[src/rtl/cadeado_controlador.sv]
// Combination-lock controller: collects a 4-digit code from four push-buttons,
// compares it to a stored code and drives the open / lockout / error outputs.
// Also handles attempt counting, lockout, entry timeout, auto-relock and
// reprogramming of the code while the lock is open.
module cadeado_controlador #(
  parameter logic [7:0] CODE_DEFAULT   = 8'b00_01_10_11,
  parameter int         OPEN_CYCLES    = 50,
  parameter int         LOCKOUT_CYCLES = 200,
  parameter int         TIMEOUT_CYCLES = 100,
  parameter int         MAX_TENT       = 3
) (
  input  logic       clk,
  input  logic       rst_n,
  input  logic       a,
  input  logic       b,
  input  logic       c,
  input  logic       d,
  input  logic       prog,
  output logic       aberto,
  output logic       bloqueado,
  output logic       erro,
  output logic [2:0] tentativas,
  output logic [2:0] digitos
);

  // One timer is shared by all states; it is sized for the largest interval.
  localparam int TMAX_AB = (OPEN_CYCLES > LOCKOUT_CYCLES) ? OPEN_CYCLES : LOCKOUT_CYCLES;
  localparam int TMAX    = (TMAX_AB > TIMEOUT_CYCLES) ? TMAX_AB : TIMEOUT_CYCLES;
  localparam int TW      = $clog2(TMAX) + 1;

  typedef logic [TW-1:0] tmr_t;

  localparam tmr_t       OPEN_LAST = tmr_t'(OPEN_CYCLES - 1);
  localparam tmr_t       LOCK_LAST = tmr_t'(LOCKOUT_CYCLES - 1);
  localparam tmr_t       TO_LAST   = tmr_t'(TIMEOUT_CYCLES - 1);
  localparam logic [2:0] TENT_MAX  = 3'(MAX_TENT);

  typedef enum logic [2:0] {
    ENTRADA, VERIFICA, ABERTO, PROGRAMA, BLOQUEIO
  } state_t;

  state_t     state, nxt_state;
  logic [3:0] hist;
  logic [7:0] code, nxt_code;
  logic [7:0] dbuf, nxt_dbuf;
  logic       inv, nxt_inv;
  tmr_t       tmr, nxt_tmr, tmr_inc;
  logic       nxt_aberto, nxt_bloq, nxt_erro;
  logic [2:0] nxt_tent, nxt_dig, tent_inc;

  logic [3:0] btn, press;
  logic       any_press, multi;
  logic [1:0] dig;

  // Rising-edge detect on the buttons; a=bit3 maps to digit 0.
  assign btn       = {a, b, c, d};
  assign press     = btn & ~hist;
  assign any_press = |press;
  assign multi     = (press & (press - 4'd1)) != 4'd0;
  assign tmr_inc   = (tmr == {TW{1'b1}}) ? tmr : tmr + tmr_t'(1);
  assign tent_inc  = tentativas + 3'd1;

  // Encode the single pressed button; multi-press digits are flagged invalid.
  always_comb begin
    dig = 2'd0;
    case (press)
      4'b1000: dig = 2'd0;
      4'b0100: dig = 2'd1;
      4'b0010: dig = 2'd2;
      4'b0001: dig = 2'd3;
      default: dig = 2'd0;
    endcase
  end

  // Next-state and next-output logic for the lock FSM.
  always_comb begin
    nxt_state  = state;
    nxt_code   = code;
    nxt_dbuf   = dbuf;
    nxt_inv    = inv;
    nxt_tmr    = tmr;
    nxt_aberto = aberto;
    nxt_bloq   = bloqueado;
    nxt_erro   = 1'b0;
    nxt_tent   = tentativas;
    nxt_dig    = digitos;
    case (state)
      ENTRADA: begin
        if (digitos == 3'd4) begin
          nxt_state = VERIFICA;
        end else if (any_press) begin
          nxt_dbuf = {dbuf[5:0], dig};
          nxt_inv  = inv | multi;
          nxt_dig  = digitos + 3'd1;
          nxt_tmr  = '0;
        end else if (digitos != 3'd0) begin
          // Partial entry left idle too long is silently discarded.
          if (tmr >= TO_LAST) begin
            nxt_dig = 3'd0;
            nxt_inv = 1'b0;
            nxt_tmr = '0;
          end else begin
            nxt_tmr = tmr_inc;
          end
        end
      end
      VERIFICA: begin
        nxt_dig = 3'd0;
        nxt_inv = 1'b0;
        nxt_tmr = '0;
        if (!inv && dbuf == code) begin
          nxt_state  = ABERTO;
          nxt_aberto = 1'b1;
          nxt_tent   = 3'd0;
        end else begin
          nxt_erro = 1'b1;
          if (tent_inc >= TENT_MAX) begin
            nxt_tent  = TENT_MAX;
            nxt_state = BLOQUEIO;
            nxt_bloq  = 1'b1;
          end else begin
            nxt_tent  = tent_inc;
            nxt_state = ENTRADA;
          end
        end
      end
      ABERTO: begin
        if (prog) begin
          nxt_state = PROGRAMA;
          nxt_tmr   = '0;
          nxt_dig   = 3'd0;
          nxt_inv   = 1'b0;
        end else if (tmr >= OPEN_LAST) begin
          nxt_state  = ENTRADA;
          nxt_aberto = 1'b0;
          nxt_tmr    = '0;
        end else begin
          nxt_tmr = tmr_inc;
        end
      end
      PROGRAMA: begin
        // Every exit closes the lock; only a clean 4-digit entry updates the code.
        if (digitos == 3'd4) begin
          nxt_code   = dbuf;
          nxt_state  = ENTRADA;
          nxt_aberto = 1'b0;
          nxt_dig    = 3'd0;
          nxt_tmr    = '0;
        end else if (any_press && !multi) begin
          nxt_dbuf = {dbuf[5:0], dig};
          nxt_dig  = digitos + 3'd1;
          nxt_tmr  = '0;
        end else if (multi || tmr >= TO_LAST) begin
          nxt_state  = ENTRADA;
          nxt_aberto = 1'b0;
          nxt_dig    = 3'd0;
          nxt_tmr    = '0;
        end else begin
          nxt_tmr = tmr_inc;
        end
      end
      BLOQUEIO: begin
        if (tmr >= LOCK_LAST) begin
          nxt_state = ENTRADA;
          nxt_bloq  = 1'b0;
          nxt_tent  = 3'd0;
          nxt_tmr   = '0;
        end else begin
          nxt_tmr = tmr_inc;
        end
      end
      default: begin
        nxt_state  = ENTRADA;
        nxt_aberto = 1'b0;
        nxt_bloq   = 1'b0;
        nxt_dig    = 3'd0;
        nxt_tmr    = '0;
      end
    endcase
  end

  // State and output registers; history reset high so held buttons are ignored.
  always_ff @(posedge clk) begin
    if (!rst_n) begin
      state      <= ENTRADA;
      code       <= CODE_DEFAULT;
      dbuf       <= 8'd0;
      inv        <= 1'b0;
      tmr        <= '0;
      hist       <= 4'b1111;
      aberto     <= 1'b0;
      bloqueado  <= 1'b0;
      erro       <= 1'b0;
      tentativas <= 3'd0;
      digitos    <= 3'd0;
    end else begin
      state      <= nxt_state;
      code       <= nxt_code;
      dbuf       <= nxt_dbuf;
      inv        <= nxt_inv;
      tmr        <= nxt_tmr;
      hist       <= btn;
      aberto     <= nxt_aberto;
      bloqueado  <= nxt_bloq;
      erro       <= nxt_erro;
      tentativas <= nxt_tent;
      digitos    <= nxt_dig;
    end
  end

endmodule

[config.mk]
export PLATFORM = sky130hd
export DESIGN_NAME = cadeado_controlador
export DESIGN_NICKNAME = d
export VERILOG_FILES = /design/src/rtl/cadeado_controlador.sv
export SDC_FILE = /design/constraint.sdc
export NUM_CORES = 1
export LEC_CHECK = 0
export ABC_CLOCK_PERIOD_IN_PS = 2500
export BUFFER_PORTS_ARGS = -buffer_cell sky130_fd_sc_hd__buf_2
export CAP_MARGIN = 20
export CORE_MARGIN = 2
export CORE_UTILIZATION = 55
export DETAILED_ROUTE_END_ITERATION = 8
export PLACE_DENSITY_LB_ADDON = 0.2
export SLEW_MARGIN = 20
export SYNTH_ARGS = -nofsm -noshare
export SYNTH_HDL_FRONTEND = slang
export SYNTH_SLANG_ARGS = --single-unit
[constraint.sdc]
create_clock -name clk -period 2.5 [get_ports clk]
set_input_delay 0.5 -clock clk [delete_from_list [all_inputs] [get_ports clk]]
set_output_delay 0.5 -clock clk [all_outputs]
set_load 0.05 [all_outputs]
Word level (Yosys, flattened, before mapping)

Cells that the tools add are included.

Register bits after elaboration: 42
Input bits: 7
Output and inout port bits: 9

$add $sub $neg: 4
$lt $le $gt $ge: 4
Equality and inequality tests: 28
Muxes and demuxes: 57
Bitwise operators: 7
Reduce and logical (&&, ||, !) cells: 24

Operator list:

| kind                                                                                | number |
|---|---|
| 9-bit 2-to-1 mux                                                                    | 11 |
| 3-bit 2-to-1 mux                                                                    | 18 |
| 9-bit one-hot mux with 4 select lines                                               | 1 |
| 8-bit 2-to-1 mux                                                                    | 4 |
| 2-bit != test, second input constant                                                | 12 |
| 8-bit one-hot mux with 2 select lines                                               | 1 |
| 1-bit 2-to-1 mux                                                                    | 15 |
| 3-bit != test, second input constant                                                | 5 |
| 3-bit one-hot mux with 5 select lines                                               | 1 |
| 5-bit AND reduction                                                                 | 3 |
| 3-bit one-hot mux with 4 select lines                                               | 1 |
| 6-bit AND reduction                                                                 | 2 |
| 9-bit by 1-bit adder with 9-bit output, second input constant                       | 1 |
| 9-bit equality test, second input constant                                          | 1 |
| 9-bit by 6-bit greater-or-equal comparator with 1-bit output, second input constant | 1 |
| 9-bit by 7-bit greater-or-equal comparator with 1-bit output, second input constant | 1 |
| 9-bit by 8-bit greater-or-equal comparator with 1-bit output, second input constant | 1 |
| 4-bit bitwise AND                                                                   | 2 |
| 8-bit equality test                                                                 | 1 |
| 2-bit AND reduction                                                                 | 4 |
| 3-bit by 1-bit adder with 3-bit output, second input constant                       | 2 |
| 3-bit by 2-bit equality test with 1-bit output, second input constant               | 2 |
| 3-bit equality test, second input constant                                          | 2 |
| 1-bit one-hot mux with 3 select lines                                               | 2 |
| other kinds (24)                                                                    | 30 |

Depth between registers and ports, before layout

Depth after elaboration: 10
Mapped depth: 8
Mapped depth without buffers: 8

Worst setup path before layout

No wires, ideal clock.

Path type: register to register
From: reg digitos[0]
To: reg dbuf[1]
Library setup time: 71 ps
Arrival time: 1992 ps
Path slack: 437 ps
Stages on the path, launching flop included: 8
Period minus slack after synthesis: 2063 ps
Cells stage by stage: dfxtp_1 inv_1 ha_1 nand2_1 nand3b_1 buf_6 or4_1 a21oi_1

Cells in the longest elaborated chain, start to end: 3
Elaborated cells on any way between the ends: 4
Classes of those cells: 3 x eq/ne; 1 x reduce/logical

Ends and longest elaborated chain:

| element                           | line    | RTL |
|---|---|---|
| start, declared                   | 23      | `output logic [2:0] digitos` |
| start signal, assigned            | 207     | `digitos <= nxt_dig;` |
| 3-bit equality test (*)           | 89, 143 |  |
| 2-bit != test (no line)           | --      |  |
| 5-bit AND reduction (no line) (*) | --      |  |
| end signal, assigned              | 199     | `dbuf <= nxt_dbuf;` |
| end, declared                     | 45      | `logic [7:0] dbuf, nxt_dbuf;` |

Mark *: on every way between the ends. The rest lies on a longest branch, timed or not.
A chain may end at the register's enable or synchronous reset.

Final worst setup path

From: reg tmr[0]
To: reg tmr[3]

Cells in the longest elaborated chain, start to end: 7
Elaborated cells on any way between the ends: 18
Classes of those cells: 1 x add/sub; 3 x order compare; 1 x eq/ne; 12 x mux; 1 x reduce/logical

Ends and longest elaborated chain:

| element                                                                              | line | RTL |
|---|---|---|
| start, declared                                                                      | 47   | `tmr_t tmr, nxt_tmr, tmr_inc;` |
| start signal, assigned                                                               | 201  | `tmr <= nxt_tmr;` |
| 9-bit by 1-bit adder with 9-bit output / 9-bit equality test (equally long branches) | 60   | `assign tmr_inc = (tmr == {TW{1'b1}}) ? tmr : tmr + tmr_t'(1);` |
| 9-bit 2-to-1 mux                                                                     | 60   |  |
| 9-bit 2-to-1 mux                                                                     | 98   | `if (tmr >= TO_LAST) begin` |
| 9-bit 2-to-1 mux                                                                     | 96   | `end else if (digitos != 3'd0) begin` |
| 9-bit 2-to-1 mux                                                                     | 91   | `end else if (any_press) begin` |
| 9-bit 2-to-1 mux                                                                     | 89   | `if (digitos == 3'd4) begin` |
| 9-bit one-hot mux with 4 select lines (*)                                            | 87   | `case (state)` |

Mark *: on every way between the ends. The rest lies on a longest branch, timed or not. The select of a mux whose other input is x is not followed.

==> flow_metrics.env <==
export IMPL_coreArea_um2=4030
export IMPL_grt_max_degree=20
export IMPL_hold_buffers=0
export IMPL_setup_ws_ps=328
export IMPL_routedWlPerCell_um=14.5
export IMPL_synth_async_reset_ratio_pct=0
export IMPL_r2r_cells=7
export IMPL_firstDrtPassIters=4
export IMPL_synth_area_mux_share_pct=3.09
export IMPL_clock_latency_ps=300
export IMPL_htreeDepth=2
export IMPL_synth_adder_area_share_pct=3.74
export IMPL_cp_depth=7
export IMPL_yosys_cell_types_count=61
export IMPL_clkSinkCount=42
export IMPL_place_port_buffers=15
export IMPL_final_common_cell="dfxtp_1"
export IMPL_critPathMaxStageDelay_ps=520
export IMPL_areaGrowthSynthToFinish_pct=10.0
export IMPL_yosysWarnings=0
export IMPL_end_kind="register"
export IMPL_diodes=0
export IMPL_rows=23
export IMPL_clock_skew_ps=6.28
export IMPL_grt_pass1_vias=1797
export IMPL_post_dp_hpwl_um=3490
export IMPL_max_slew_margin_pct=66.6
export IMPL_yosys_area_share_simple_pct=28.2
export IMPL_grt_overflow_total=0
export IMPL_slew_viol_final=0
export IMPL_ant_nets=0
export IMPL_path_buf_inv=0
export IMPL_fin_crit_sh_pct=86.9
export IMPL_die_h_um=68.8
export IMPL_cp_arrival_ps=2420
export IMPL_ys_ff_latch=42
export IMPL_cp_top_family="simple AND/OR/NAND/NOR gates"
export IMPL_max_freq_ghz=0.460
export IMPL_rsz0062_at_grt="false"
export IMPL_syn_cell_area_um2=2310
export IMPL_regArea_um2=841
export IMPL_synth_compound_area_share_pct=19.9
export IMPL_synthCells=275
export IMPL_peakVddDrop_v=0.000452
export IMPL_tightest_slew_ps=499
export IMPL_seq_area_frac_synth_pct=36.4
export IMPL_dp_worst_setup_slack_ps=266
export IMPL_required_ps=2750
export IMPL_place_gp_congestion=0.911
export IMPL_cts_setup_buffers=0
export IMPL_fill_cells=370
export IMPL_drc=0
export IMPL_start_util_pct=57.3
export IMPL_crit_slowest_cell="dfxtp_1"
export IMPL_synthFlopType="dfxtp_1"
export IMPL_via_per_inst=5.83
export IMPL_fin_nets=300
export IMPL_vias=1969
export IMPL_io_pins=16
export IMPL_hold_path_class="in -> reg"
export IMPL_drt_wl_total_um=4890
export IMPL_cts_clk_slew_worst_paths_ps=90
export IMPL_antenna_found_initial=0
export IMPL_worstPathMaxFanout=7
export IMPL_drive_above_1_share_pct=15.3
export IMPL_tritoncts_num_buffers=5
export IMPL_outcome="finished clean"
export IMPL_grt_pass1_wl_um=8090
export IMPL_synth_edff_count=0
export IMPL_dieArea_um2=4730
export IMPL_fin_setup_tns_ps=0
export IMPL_worstSetupPathType="reg -> reg"
export IMPL_p_leak_nw=0.981
export IMPL_ctsResizeCount=0
export IMPL_multiInputGateArea_um2=1370
export IMPL_cts_root_buf="clkbuf_8"
export IMPL_die_x_um=68.8
export IMPL_setup_viol=0
export IMPL_synth_top_family_by_area="simple AND/OR/NAND/NOR gates"
export IMPL_finalHoldViolCount=0
export IMPL_post_route_util_pct=63.1
export IMPL_initialDrtViolationCount=154
export IMPL_setup_worst_path_start_class="register"
export IMPL_min_delay_start="d"
export IMPL_tritoncts="yes"
export IMPL_crit_path_cell_trace="ha_1 > nand3_1 > nor3_2 > nor2_1 > or3b_1 > a21boi_1 > a31o_1"
export IMPL_whs_ps=397
export IMPL_yosys_area_share_xor_xnor_pct=4.55
export IMPL_cp_startpoint="tmr[0]"
export IMPL_r2r_start="tmr[0]"
export IMPL_grt_usage_pct=23.2
export IMPL_clockBufferDepth=2
export IMPL_fin_crit_ps=2170
export IMPL_power_density_nw_per_um2=589
export IMPL_holdPathStages=2
export IMPL_final_cell_mix="dfxtp_1, nand2_1, nor2_1"
export IMPL_synth_area_per_cell_um2=8.40
export IMPL_timing_max_cap_violations=0
export IMPL_synth_fp_nets=288
power breakdown:
| group | switching [mW] | internal (mW) |
|---|---|---|
| clock | 0.251 | 0.400 |
| sequential | 0.0141 | 0.680 |
| combinational | 0.0939 | 0.0577 |
| total | 0.359 | 1.14 |
stage by stage:
| stage | instance area (um2) | total power [mW] | cells |
|---|---|---|---|
| 2_1_floorplan | 2310 | 0.827 | 275 |
| 3_3_place_gp | 2400 | 0.858 | 330 |
| 3_5_place_dp | 2400 | 0.861 | 330 |
| 4_1_cts | 2540 | 1.51 | 338 |
| 5_1_grt | 2540 | 1.55 | 338 |
| 6_report | 2540 | 1.50 | 338 |
worst paths after layout:
check | endpoint | slack (ps)
setup / recovery | tmr[3] | 330
hold / removal | hist[0] | 400
setup reg to reg | tmr[3] | 330
hold reg to reg | code[6] | 470
cell usage after synthesis (all sizes together), types with 2 or more instances:
library cell   n  area share (%)
or4            4             1.5
a21oi         17             3.7
a22o           2            0.76
nand2         34             5.5
nor2          30             5.0
a41oi          3             1.5
o221a          2            0.98
and2b          4             1.3
nor2b          2            0.54
a211oi         2            0.87
o21ai          8             1.9
nor3          11             2.6
nand3b         2            0.65
xnor2          9             3.4
or3            3            0.81
inv            8             1.3
nand2b        12             3.3
buf            4             1.4
a31oi          3            0.81
ha             6             3.3
or2            2            0.54
xor2           3             1.1
o31ai          3             1.6
nand4          5             1.4
mux2i          6             2.6
a22oi          3            0.98
clkbuf         9             1.5
o22ai          2            0.54
o211ai         4             2.1
nand3         12             2.8
a2111oi        2             1.0
and2           2            0.54
dfxtp         42              36
cells by family (layout without fill, tap and decap cells):
| family | Yosys count | after routing |
|---|---|---|
| simple gates | 127 | 127 |
| compound gates | 59 | 59 |
| flops | 42 | 42 |
| buf+inv | 21 | 34 |
| xor+xnor | 12 | 12 |
| fa+ha+maj | 7 | 7 |
| mux | 7 | 7 |
state kept, by name (all words and copies together) (netlist names):
register,cells
dbuf,8
tmr,9
bloqueado,1
hist,4
code,8
aberto,1
state,3
erro,1
inv,1
digitos,3
tentativas,3
layer usage:
layer  routed length (um)  global-route usage, %  up-vias
li1                     -                      -      999
met1                 2350                   29.5      910
met2                 2210                   37.1       51
met3                  240                   6.49        9
met4                   91                   9.31        0
met5                    0                      0        -
cell type report:
class | instances | area share, %
Timing Repair Buffer | 18 | 3.84
Multi-Input combinational cell | 212 | 54.0
Clock buffer | 5 | 2.71
Sequential cell | 42 | 33.1
Tap cell | 50 | 2.46
Inverter | 8 | 1.18
Clock inverter | 3 | 2.71
Note: power is estimated with default switching activity, not from simulation.
